**src/rtl/serial_deser.sv**
```systemverilog
// Serial-to-parallel deserializer: assembles an en-qualified bit stream into
// WIDTH-bit words held in a one-entry valid/ready output buffer.
module serial_deser #(
  parameter int WIDTH     = 8,
  parameter bit MSB_FIRST = 1
) (
  input  logic                     clk,
  input  logic                     reset,
  input  logic                     data,
  input  logic                     en,
  input  logic                     clear,
  output logic [WIDTH-1:0]         out_data,
  output logic                     out_valid,
  input  logic                     out_ready,
  output logic                     overflow,
  output logic [$clog2(WIDTH)-1:0] bit_cnt
);

  localparam int              CNT_W = $clog2(WIDTH);
  localparam logic [CNT_W-1:0] LAST = CNT_W'(WIDTH - 1);

  typedef enum logic {EMPTY, FULL} buf_state_t;

  buf_state_t       state, state_nxt;
  logic [WIDTH-1:0] sr, shifted;
  logic             complete, load, drop;

  always_comb begin
    if (MSB_FIRST) shifted = {sr[WIDTH-2:0], data};
    else           shifted = {data, sr[WIDTH-1:1]};
  end

  // clear suppresses capture, so a word can never complete on a clear edge.
  assign complete  = en & ~clear & (bit_cnt == LAST);
  assign out_valid = (state == FULL);

  always_comb begin
    // NOTE: every output gets a default first so no path infers a latch.
    state_nxt = state;
    load      = 1'b0;
    drop      = 1'b0;
    case (state)
      EMPTY: begin
        if (complete) begin
          load      = 1'b1;
          state_nxt = FULL;
        end
      end
      FULL: begin
        if (out_ready) begin
          if (complete) load = 1'b1;
          else          state_nxt = EMPTY;
        end else if (complete) begin
          drop = 1'b1;
        end
      end
      default: state_nxt = EMPTY;
    endcase
  end

  // NOTE: sequential state uses non-blocking assignments so every register
  // samples pre-edge values regardless of statement order.
  always_ff @(posedge clk or posedge reset) begin
    if (reset) state <= EMPTY;
    else       state <= state_nxt;
  end

  always_ff @(posedge clk or posedge reset) begin
    if (reset) begin
      sr      <= '0;
      bit_cnt <= '0;
    end else if (clear) begin
      sr      <= '0;
      bit_cnt <= '0;
    end else if (en) begin
      sr      <= shifted;
      bit_cnt <= complete ? '0 : bit_cnt + 1'b1;
    end
  end

  always_ff @(posedge clk or posedge reset) begin
    if (reset) begin
      out_data <= '0;
      overflow <= 1'b0;
    end else begin
      if (load)       out_data <= shifted;
      if (clear)      overflow <= 1'b0;
      else if (drop)  overflow <= 1'b1;
    end
  end

endmodule

```
**config.mk**
```make
export PLATFORM = sky130hd
export DESIGN_NAME = serial_deser
export DESIGN_NICKNAME = d
export VERILOG_FILES = /design/src/rtl/serial_deser.sv
export SDC_FILE = /design/constraint.sdc
export NUM_CORES = 1
export LEC_CHECK = 0
export ABC_CLOCK_PERIOD_IN_PS = 1900
export CAP_MARGIN = 20
export CELL_PAD_IN_SITES_DETAIL_PLACEMENT = 1
export CELL_PAD_IN_SITES_GLOBAL_PLACEMENT = 1
export CORE_MARGIN = 10
export CORE_UTILIZATION = 25
export DETAILED_ROUTE_END_ITERATION = 10
export PLACE_DENSITY = 0.66
export SLEW_MARGIN = 20
export SYNTH_ARGS = -nofsm -noshare
export SYNTH_HDL_FRONTEND = slang
export SYNTH_SLANG_ARGS = --single-unit
```
**constraint.sdc**
```tcl
create_clock -name clk -period 1.9 [get_ports clk]
set_input_delay 0.475 -clock clk [delete_from_list [all_inputs] [get_ports clk]]
set_output_delay 0.475 -clock clk [all_outputs]
set_load 0.02 [all_outputs]
```
After elaboration in Yosys (flattened, before gate mapping)
Cells that the tools add are included. Widths: inputs -> output; s select.

Register bits: 20. Input port bits: 6. Output and inout port bits: 13. Logic and storage cells: 27.

Add/subtract/negate cells: 1. Equal/unequal tests: 1. Mux-type cells: 14. Bitwise logic cells: 4. Reductions and logical operators: 2.

Operators by type and width (number): $mux 7 (2); $mux 3 (3); $mux 1 (7); $pmux 1 s2 (2); $reduce_bool 2->1 (2); $add 3x1->3 const B (1); $eq 3x3->1 const B (1); $and 1x1->1 (2); $not 1->1 (2).

Longest topological paths before layout
Depth after elaboration: 8. Depth in mapped cells: 5. Mapped depth without buffers: 5.

Worst setup path before layout
OpenSTA, ideal clock, no wires.

Kind: register to register. Start point: register bit_cnt[0]. End point: register out_data[0]. Setup time: 0.125 ns. Data arrival time: 1.562 ns. Data required time: 1.775 ns. Setup slack: 0.213 ns. Cell stages (with the launch flop): 6. Path buffers: 0. Period minus slack after synthesis: 1.687 ns. Cells stage by stage: dfrtp_1 -> ha_1 -> ha_1 -> nand2_1 -> nor3_4 -> mux2_2.

Word-level cells in the longest chain between the ends: 5.

RTL lines: start, declared (RTL line 16) `output logic [$clog2(WIDTH)-1:0] bit_cnt`; start signal, assigned (RTL line 77) `bit_cnt <= complete ? '0 : bit_cnt + 1'b1;`; $eq 3x3->1 (*) (RTL line 34) `assign complete = en & ~clear & (bit_cnt == LAST);`; $and 1x1->1 (*) (RTL line 34); $mux 1 (*) (RTL line 44, 51); $mux 1 (RTL line 50) `if (out_ready) begin`; $pmux 1 s2 (*) (RTL line 42) `case (state)`; end signal, assigned (RTL line 86) `if (load) out_data <= shifted;`; end, declared (RTL line 12) `output logic [WIDTH-1:0] out_data,`.

Every way passes the cells marked *; elsewhere a longest branch is shown, timed or not. A chain may end at the register's enable or synchronous reset.

Final worst setup path
Start point: register bit_cnt[0]. End point: output port bit_cnt[0].

No word-level cell between the ends.

==> out/results.ini <==
[layout]
nets=96
drive_gt1_share_pct=19.8
syn2layout_area_growth_pct=35.0
antenna_cells=0
final_cell_mix=dfrtp_1 (20), clkdlybuf4s50_1 (18), nor2_1 (10)
final_common_cell=dfrtp_1
layout.cells.non_filler=130

[critical_path]
cp_slowest_cell=clkdlybuf4s50_1
critPathLaunchType=register
crit_start=bit_cnt[0]
cp_top_family=buffers and inverters
path_cells=clkdlybuf4s50_1
crit_path_end_kind=primary output
critical_path_class=register to primary output
cp_max_fo=4
crit_arrival_ns=1.32
r2r-start=bit_cnt[0]
cp_slowest_stage_delay_ns=0.63
cp.required_ns=1.42
rrSetupSlack_ns=0.28
cp_num_buf_inv=1

[placed_design]
numPortBuffers=18
dp.cells=127
dp_hpwl_microns=1250
place_congestion=0.709

[clock_network]
cts_buffers=3
root_buffer=clkbuf_4
holdBufCountCts=0
cts_tree=yes
cts.sinks=20
clkTransAtPathRegs_ns=0.11
htreeDepth=1
cts_max_path_buffers=2
post_cts_buffers=0
cts-resized-gates=0
clock_latency_ns=0.29

[power_and_ir_drop]
peakVddDrop_v=0.000164
power_density_nw_per_um2=625
power_w=0.000690
power.leakage_nw=0.530

[routing]
wl_met1_microns=782
drt-initial-drc-count=11
drt_wl_total_microns=1620
drc=0
first_pass_iters=3
wl_met2_microns=749
via_count=536
ant_nets=0
routed_via_density=4.12
topRoutingLayerUsed=met3
wl_met3_microns=91
wl_per_cell_microns=12.5

[sta]
hold_viol_final=0
setup_tns_ns=0
max_freq_ghz=0.558
period_share_pct=94.4
finalCriticalPeriod_ns=1.79
slew_violations=0
rsz0062_at_grt=no
worst_slew_pin_slew_ns=0.312
maxSlewHeadroom_pct=79.2
fin_skew_ns=0.00278
setup_viol=0

[synthesis]
ys_ff_latch=20
synth_nets=70
syn_area_sq_um=818
synth.avg_cell_area_sq_um=13.2
seq_area_frac_synth_pct=61.2
yosys_warnings=0
syn_inst=62
ys_types=16

[run]
max_cap_violations=0

[floorplan]
start_util_pct=26.4
fp-row-count=20
core_area_sq_um=3100
die_w_microns=77.2
io_pins=19
dieHeight_microns=77.2
die_area_sq_um=5960

[global_routing]
antenna_found_initial=0
overflow=0
grt_start_max_net_pins=21
grt_usage_pct=5.91
grt_pass1_wl_microns=2860
grt_pass1_vias=588

[worst_hold_path]
hold_class=primary input to asynchronous set/reset pin

[outcome]
status=complete, no violations

[area by class of cell]
cell class	instances	area, sq um
flip-flops and latches	20	500
fillers	374	2000
multi-input cells	38	302
inverters	2	7.51
repair buffers	23	218
clock buffers	3	22.5
well taps	44	55.1
[worst min-delay path: cells and delay by family]
kind     cells  cell delay [ns]
buf+inv      3             0.70
[registers in the layout, summed over array words and instances (netlist names)]
register / cells
overflow: 1
sr: 7
out_data: 8
out_valid: 1
bit_cnt: 3
[where the power goes]
part	total, W	internal, W	switching (W)
registers	0.000436	0.000431	0.00000479
clock network	0.000194	0.0000736	0.000121
logic	0.0000598	0.0000283	0.0000314
[final timing paths]
path / to / cells after the start
hold reg to reg: overflow / 2
max in group asynchronous: out_data[7] / 3
hold / removal: bit_cnt[2] / 3
setup reg to reg: out_data[6] / 6
setup / recovery: bit_cnt[0] / 1
min in group clk: overflow / 2
[synthesized netlist by cell type, drive strengths merged]
library cell  number  area, sq um
mux2i              8         80.1
a21oi              2         10.0
a31oi              1         6.26
dfrtp             20          500
ha                 2         25.0
clkbuf             1         3.75
nand2              2         7.51
nor2b              1         6.26
buf                1         5.00
mux2               8         90.1
o21bai             1         7.51
nand3b             1         7.51
nor3               1         16.3
nor2              10         37.5
nor3b              1         7.51
inv                2         7.51
[cells by family after synthesis]
family / Yosys count / synth area share, %
fa+ha+maj: 2 / 3.06
mux: 16 / 20.8
flops: 20 / 61.2
compound gates: 4 / 2.91
buf+inv: 4 / 1.99
simple gates: 16 / 10.1
[layer usage]
layer,up-vias,GRT usage (%)
li1,260,-
met1,264,7.42
met2,12,9.11
met3,0,2.33
met4,0,1.64
met5,-,0
[metrics by stage]
stage,util [%],hold slack [ns],instance area (sq um),setup WS [ns]
global placement,34.9,0.483,1080,0.0881
detailed placement,34.9,0.486,1080,0.0775
CTS,35.6,0.511,1100,0.0841
floorplan,-,0.439,818,0.213
global route,35.6,0.531,1100,0.0488
finish,35.6,0.502,1100,0.107
No activity file was read; power rests on OpenSTA's default activity.
==> RTL edit 1, RTL diff (same settings) <==
Change the parameter `WIDTH` from 8 to 16.
--- a/src/rtl/serial_deser.sv
+++ b/src/rtl/serial_deser.sv
@@ -1,7 +1,7 @@
 // Serial-to-parallel deserializer: assembles an en-qualified bit stream into
 // WIDTH-bit words held in a one-entry valid/ready output buffer.
 module serial_deser #(
-  parameter int WIDTH     = 8,
+  parameter int WIDTH     = 16,
   parameter bit MSB_FIRST = 1
 ) (
   input  logic                     clk,
Ports: changed (resized bit_cnt and out_data); port bits go from 19 to 28. The function was not compared with the original's and may differ.
==> RTL edit 1 against the unedited design <==
  * Routed wire length grew 100%
  * Synthesized cell count grew 81%
  * Area after synthesis grew 83%
  * Sequential cell count grew 17
  * Critical path depth is the same
  * Total power grew 150%
  * Via count grew 77%
  * Setup slack lost 0.011 ns
  * Final area grew 85%
  * Critical path type unchanged
==> RTL edit 1: results (changes against the unedited design) <==
violation count after the first detailed-route iteration=19 (+8); fraction of synthesized area in multiplexers=22.76% (+2.0 points); sequential cell area fraction in the yosys report=61.92% (+0.76 points); final routed wirelength across all metal layers=3.265 mm (+100%); kind of cell adding the most delay to the critical path=buffers and inverters; Net Switching=0.0003462 W (+120%); type of the tightest min-delay check=primary input to asynchronous set/reset pin; buffers from clock root to sink, at most=2 (unchanged); path depth of the worst reg2reg path=5 (-1); worst path arrival time=around 1.3 ns; worst slew pin tran=0.3280 ns (+0.01615 ns); weighted congestion reported at the end of routability-driven placement=0.6695 (-5.5%); total clock buffers created by CTS=5 (+2); overall routing resource usage=7.141% (+1.2 points); H-Tree Level Count=2 (+1); CTS clk-pin slew, worst paths=0.07 ns (-0.04 ns); Antenna diodes=0 (unchanged); Inst Count DP=215 (+69%); Async SR Flop Fraction=100.0% (unchanged); post-synthesis net count=119 (+70%); maximum fanout count along the critical path=4 (unchanged); post-detailed-route via-to-cell ratio=4.256 (+3.2%); worst-case register-to-register setup slack=0.13 ns (-0.15 ns); RR Endpoint=out_data[7]$_DFFE_PP0P_; first drt pass iteration count=3 (unchanged); share of final-layout standard cells stronger than drive strength 1=22.97% (+3.2 points); post-synthesis instance total=112 (+81%); peak per-stage delay on the critical path=0.63 ns (about the same); largest clock skew in the final design=0.007204 ns (+0.004426 ns); reg-to-reg critical path startpoint=bit_cnt[0]$_DFFE_PP0P_; post-CTS setup repair buffer count=0 (unchanged); total of buffers placed on input and output ports=27 (+9); area of placed instances=1903 um2 (+76%); leading post-synthesis cells by cell area=dfrtp_1 62%, mux2_2 12%, mux2i_1 11%; area share of fa/ha/maj cells after synthesis=0.8368% (-2.2 points); largest net degree at the start of global routing=32 (+52%); total vias in the final route=949 (+77%); Distinct cells, synth=20 (+4); outcome=finished, final reports clean; commonest cells in the netlist=37 x dfrtp_1, 17 x nor2_1, 16 x mux2_2, 16 x mux2i_1, 5 x nand2_1; antenna violations before repair=0 (unchanged); HPWL Detailed=2.344 mm (+88%); fill cell total of the finished layout=647 (+73%); number of warnings reported in the yosys synthesis log=0 (unchanged); Leakage=0.9614 nW (+82%); Worst-Skew Late Latency=0.29 ns (about the same); share of the synthesized area in compound gates (AO/OA/AOI/OAI)=1.757% (-1.1 points); number of gates resized after CTS=0 (unchanged); number of global-route vias before repair=1,041 (+77%); layout net count=154 (+60%); Clock Tree Root=clkbuf_8; critical path's slowest cell=clkdlybuf4s50_1; registers with the most flip-flops=out_data (16), sr (15), bit_cnt (4); wire length of the first global-routing pass=5.478 mm (+91%); Detail Route Antenna Nets=0 (unchanged); hold slack=0.4360 ns (-0.06610 ns); utilization after layout=34.88% (-0.72 points); Max VDD drop=0.3820 mV (+130%); parity-gate share of the synthesized area counting xor and xnor cells=0.5858% (+0.59 points)
[RTL edit 1: cell types whose count changed after synthesis, sizes merged, moves of 2 or more]
| cell | delta |
|---|---|
| nand2b | +2 |
| or3 | +2 |
| nor2 | +7 |
| nand2 | +3 |
| dfrtp | +17 |
| mux2 | +8 |
| mux2i | +8 |
| buf | +2 |
[RTL edit 1: power by group through the flow]
stage	registers, W	clock network (W)	logic (W)
CTS	0.000800	0.000845	0.0000841
detailed placement	0.000816	0	0.0000842
floorplan	0.000818	0	0.0000428
global route	0.000802	0.000883	0.0000905
global placement	0.000815	0	0.0000809
finish	0.000800	0.000821	0.0000812
[RTL edit 1: per-layer routing]
layer	vias to the layer above	wire, um	global-route usage [%]
met1	473	1355	7.853
met4	0	22	2.685
met2	25	1609	11.16
met3	2	277	4.125
met5	-	0	0
li1	449	-	-
[RTL edit 1: cell families (layout without fill, tap and decap cells)]
kind of cell	Yosys count	in the layout
adders and majority gates	1	1
AOI/OAI and AO/OA	5	5
buffers and inverters	7	43
xor gates and xnor gates	1	1
and+or+nand+nor	29	29
DFF	37	37
muxes	32	32
[RTL edit 1: area by class of cell]
type	instances	share of cell area, %
multi-input cells	68	26.12
repair buffers	33	16.68
clock inverters	3	3.372
flip-flops and latches	37	45.49
clock buffers	5	3.372
well taps	75	4.598
inverters	2	0.3679
[RTL edit 1: worst max path at each step]
| stage | startpoint | endpoint |
|---|---|---|
| floorplan | bit_cnt[0]$_DFFE_PP0P_ | out_data[0]$_DFFE_PP0P_ |
| detailed placement | en | out_data[2]$_DFFE_PP0P_ |
| global placement | en | out_data[4]$_DFFE_PP0P_ |
| finish | bit_cnt[2]$_DFFE_PP0P_ | bit_cnt[2] |
| CTS | bit_cnt[2]$_DFFE_PP0P_ | bit_cnt[2] |
| global route | bit_cnt[0]$_DFFE_PP0P_ | out_data[7]$_DFFE_PP0P_ |
[RTL edit 1: through the flow]
stage,worst slack [ns],setup TNS (ns)
after floorplan,0.02864,0
after global placement,-0.08496,-1.295
after detailed placement,-0.1205,-1.860
after CTS,0.06839,0
after global routing,0.009469,0
final,0.09616,0
==> RTL edit 2, RTL diff (same settings) <==
Without the edit above. Reset style: synchronous (`reset`), changed in 3 clocked blocks.
--- a/src/rtl/serial_deser.sv
+++ b/src/rtl/serial_deser.sv
@@ -60,12 +60,12 @@
 
   // NOTE: sequential state uses non-blocking assignments so every register
   // samples pre-edge values regardless of statement order.
-  always_ff @(posedge clk or posedge reset) begin
+  always_ff @(posedge clk) begin
     if (reset) state <= EMPTY;
     else       state <= state_nxt;
   end
 
-  always_ff @(posedge clk or posedge reset) begin
+  always_ff @(posedge clk) begin
     if (reset) begin
       sr      <= '0;
       bit_cnt <= '0;
@@ -78,7 +78,7 @@
     end
   end
 
-  always_ff @(posedge clk or posedge reset) begin
+  always_ff @(posedge clk) begin
     if (reset) begin
       out_data <= '0;
       overflow <= 1'b0;
Formal check against the unedited RTL: differs if reset is asserted again (counterexample within 4 cycles, from zero or initial values and one cycle with reset high); with reset held inactive, the same outputs for 10 cycles.
==> RTL edit 2 against the unedited design <==
  * Routed wire length grew 17%
  * Total power rose by 5.9%
  * Sequential cell count stayed put
  * Highest routed layer is now met4
  * Area after synthesis rose by 6.7%
  * Setup slack got worse by 0.017 ns
  * Critical endpoint unchanged
  * Maximum frequency down 0.95%
  * Final area rose by 3.4%
  * Die area is 5.0% higher
  * Sequential share of layout area is 10 points lower
  * Sequential power shrank 3%
  * Critical path type unchanged
==> RTL edit 2: results (changes against the unedited design) <==
outcome=finished, final reports clean; overall routing resource usage=6.665% (+0.75 points); sequential cell area fraction in the yosys report=45.85% (-15 points); post-synthesis net count=87 (+24%); Distinct cells, synth=19 (+3); final routed wirelength across all metal layers=1.906 mm (+17%); RR Endpoint=out_data[7]$_SDFFE_PP0P_; Final WS setup=0.09008 ns (-0.01716 ns); number of global-route vias before repair=706 (+20%); type of the tightest min-delay check=register to register; Leakage=0.4362 nW (-18%); path depth of the worst reg2reg path=5 (-1); largest net degree at the start of global routing=18 (-14%); worst slew pin tran=0.3327 ns (+0.02081 ns); primary flip-flop cell chosen by synthesis mapping=dfxtp_1; violation count after the first detailed-route iteration=18 (+7); weighted congestion reported at the end of routability-driven placement=0.6538 (-7.7%); Critical Path Source=bit_cnt[0]$_SDFFE_PP0P_; commonest cells in the netlist=20 x dfxtp_1, 17 x mux2i_1, 16 x nand2b_1; total vias in the final route=597 (+11%); Async SR Flop Fraction=0% (-100 points); number of warnings reported in the yosys synthesis log=0 (unchanged); HPWL Detailed=1.405 mm (+13%); share of final-layout standard cells stronger than drive strength 1=18.00% (-1.8 points); hold slack=0.4830 ns (-0.01918 ns); worst-case register-to-register setup slack=0.38 ns (+0.10 ns); first drt pass iteration count=3 (unchanged); H-Tree Level Count=1 (unchanged)
==> RTL edit 2: cell count changes in the layout (fill, tap and decap cells not counted), moves of 2 or more <==
| cell | change |
|---|---|
| nand2b_1 | +16 |
| nor2_1 | -5 |
| nor2_2 | +6 |
| dfrtp_1 | -20 |
| mux2_2 | -8 |
| inv_1 | -2 |
| dfxtp_1 | +20 |
| nand2_1 | -2 |
| buf_4 | -2 |
| mux2i_1 | +9 |
==> RTL edit 2: power breakdown <==
part           switching (W)  internal [W]
Sequential        0.00000209      0.000421
Clock               0.000135      0.000117
Combinational      0.0000243     0.0000304
==> RTL edit 2: through the flow <==
step	cell area, um2	cells	total power [W]	util, %
finish	1142	146	0.0007306	33.97
global route	1142	146	0.0007663	33.97
CTS	1142	146	0.0007477	33.97
detailed placement	1106	142	0.0004877	32.89
global placement	1106	142	0.0004867	32.89
floorplan	873.3	79	0.0004636	-
==> RTL edit 2: cells by family (layout without fill, tap and decap cells) <==
logic type / after synthesis / in the layout / share of synthesized area (%)
buf+inv: 4 / 25 / 3.151
flops: 20 / 20 / 45.84
compound gates: 3 / 3 / 2.722
fa+ha+maj: 2 / 2 / 2.865
simple gates: 33 / 33 / 25.93
mux: 17 / 17 / 19.48
==> RTL edit 2: final cells by class <==
cell class / instances / area (um2)
Sequential cell: 20 / 400.4
Fill cell: 406 / 2221
Clock buffer: 4 / 36.28
Tap cell: 46 / 57.56
Multi-Input combinational cell: 55 / 445.4
Timing Repair Buffer: 21 / 202.7
==> RTL edit 2: per-layer routing <==
metal  routed length, um  share of wire [%]  global-route usage, %
met5                   0                  0                      0
met4                  16               0.84                  1.613
met3                 185                9.7                  4.392
met2                 959                 50                  11.34
met1                 745                 39                  6.606
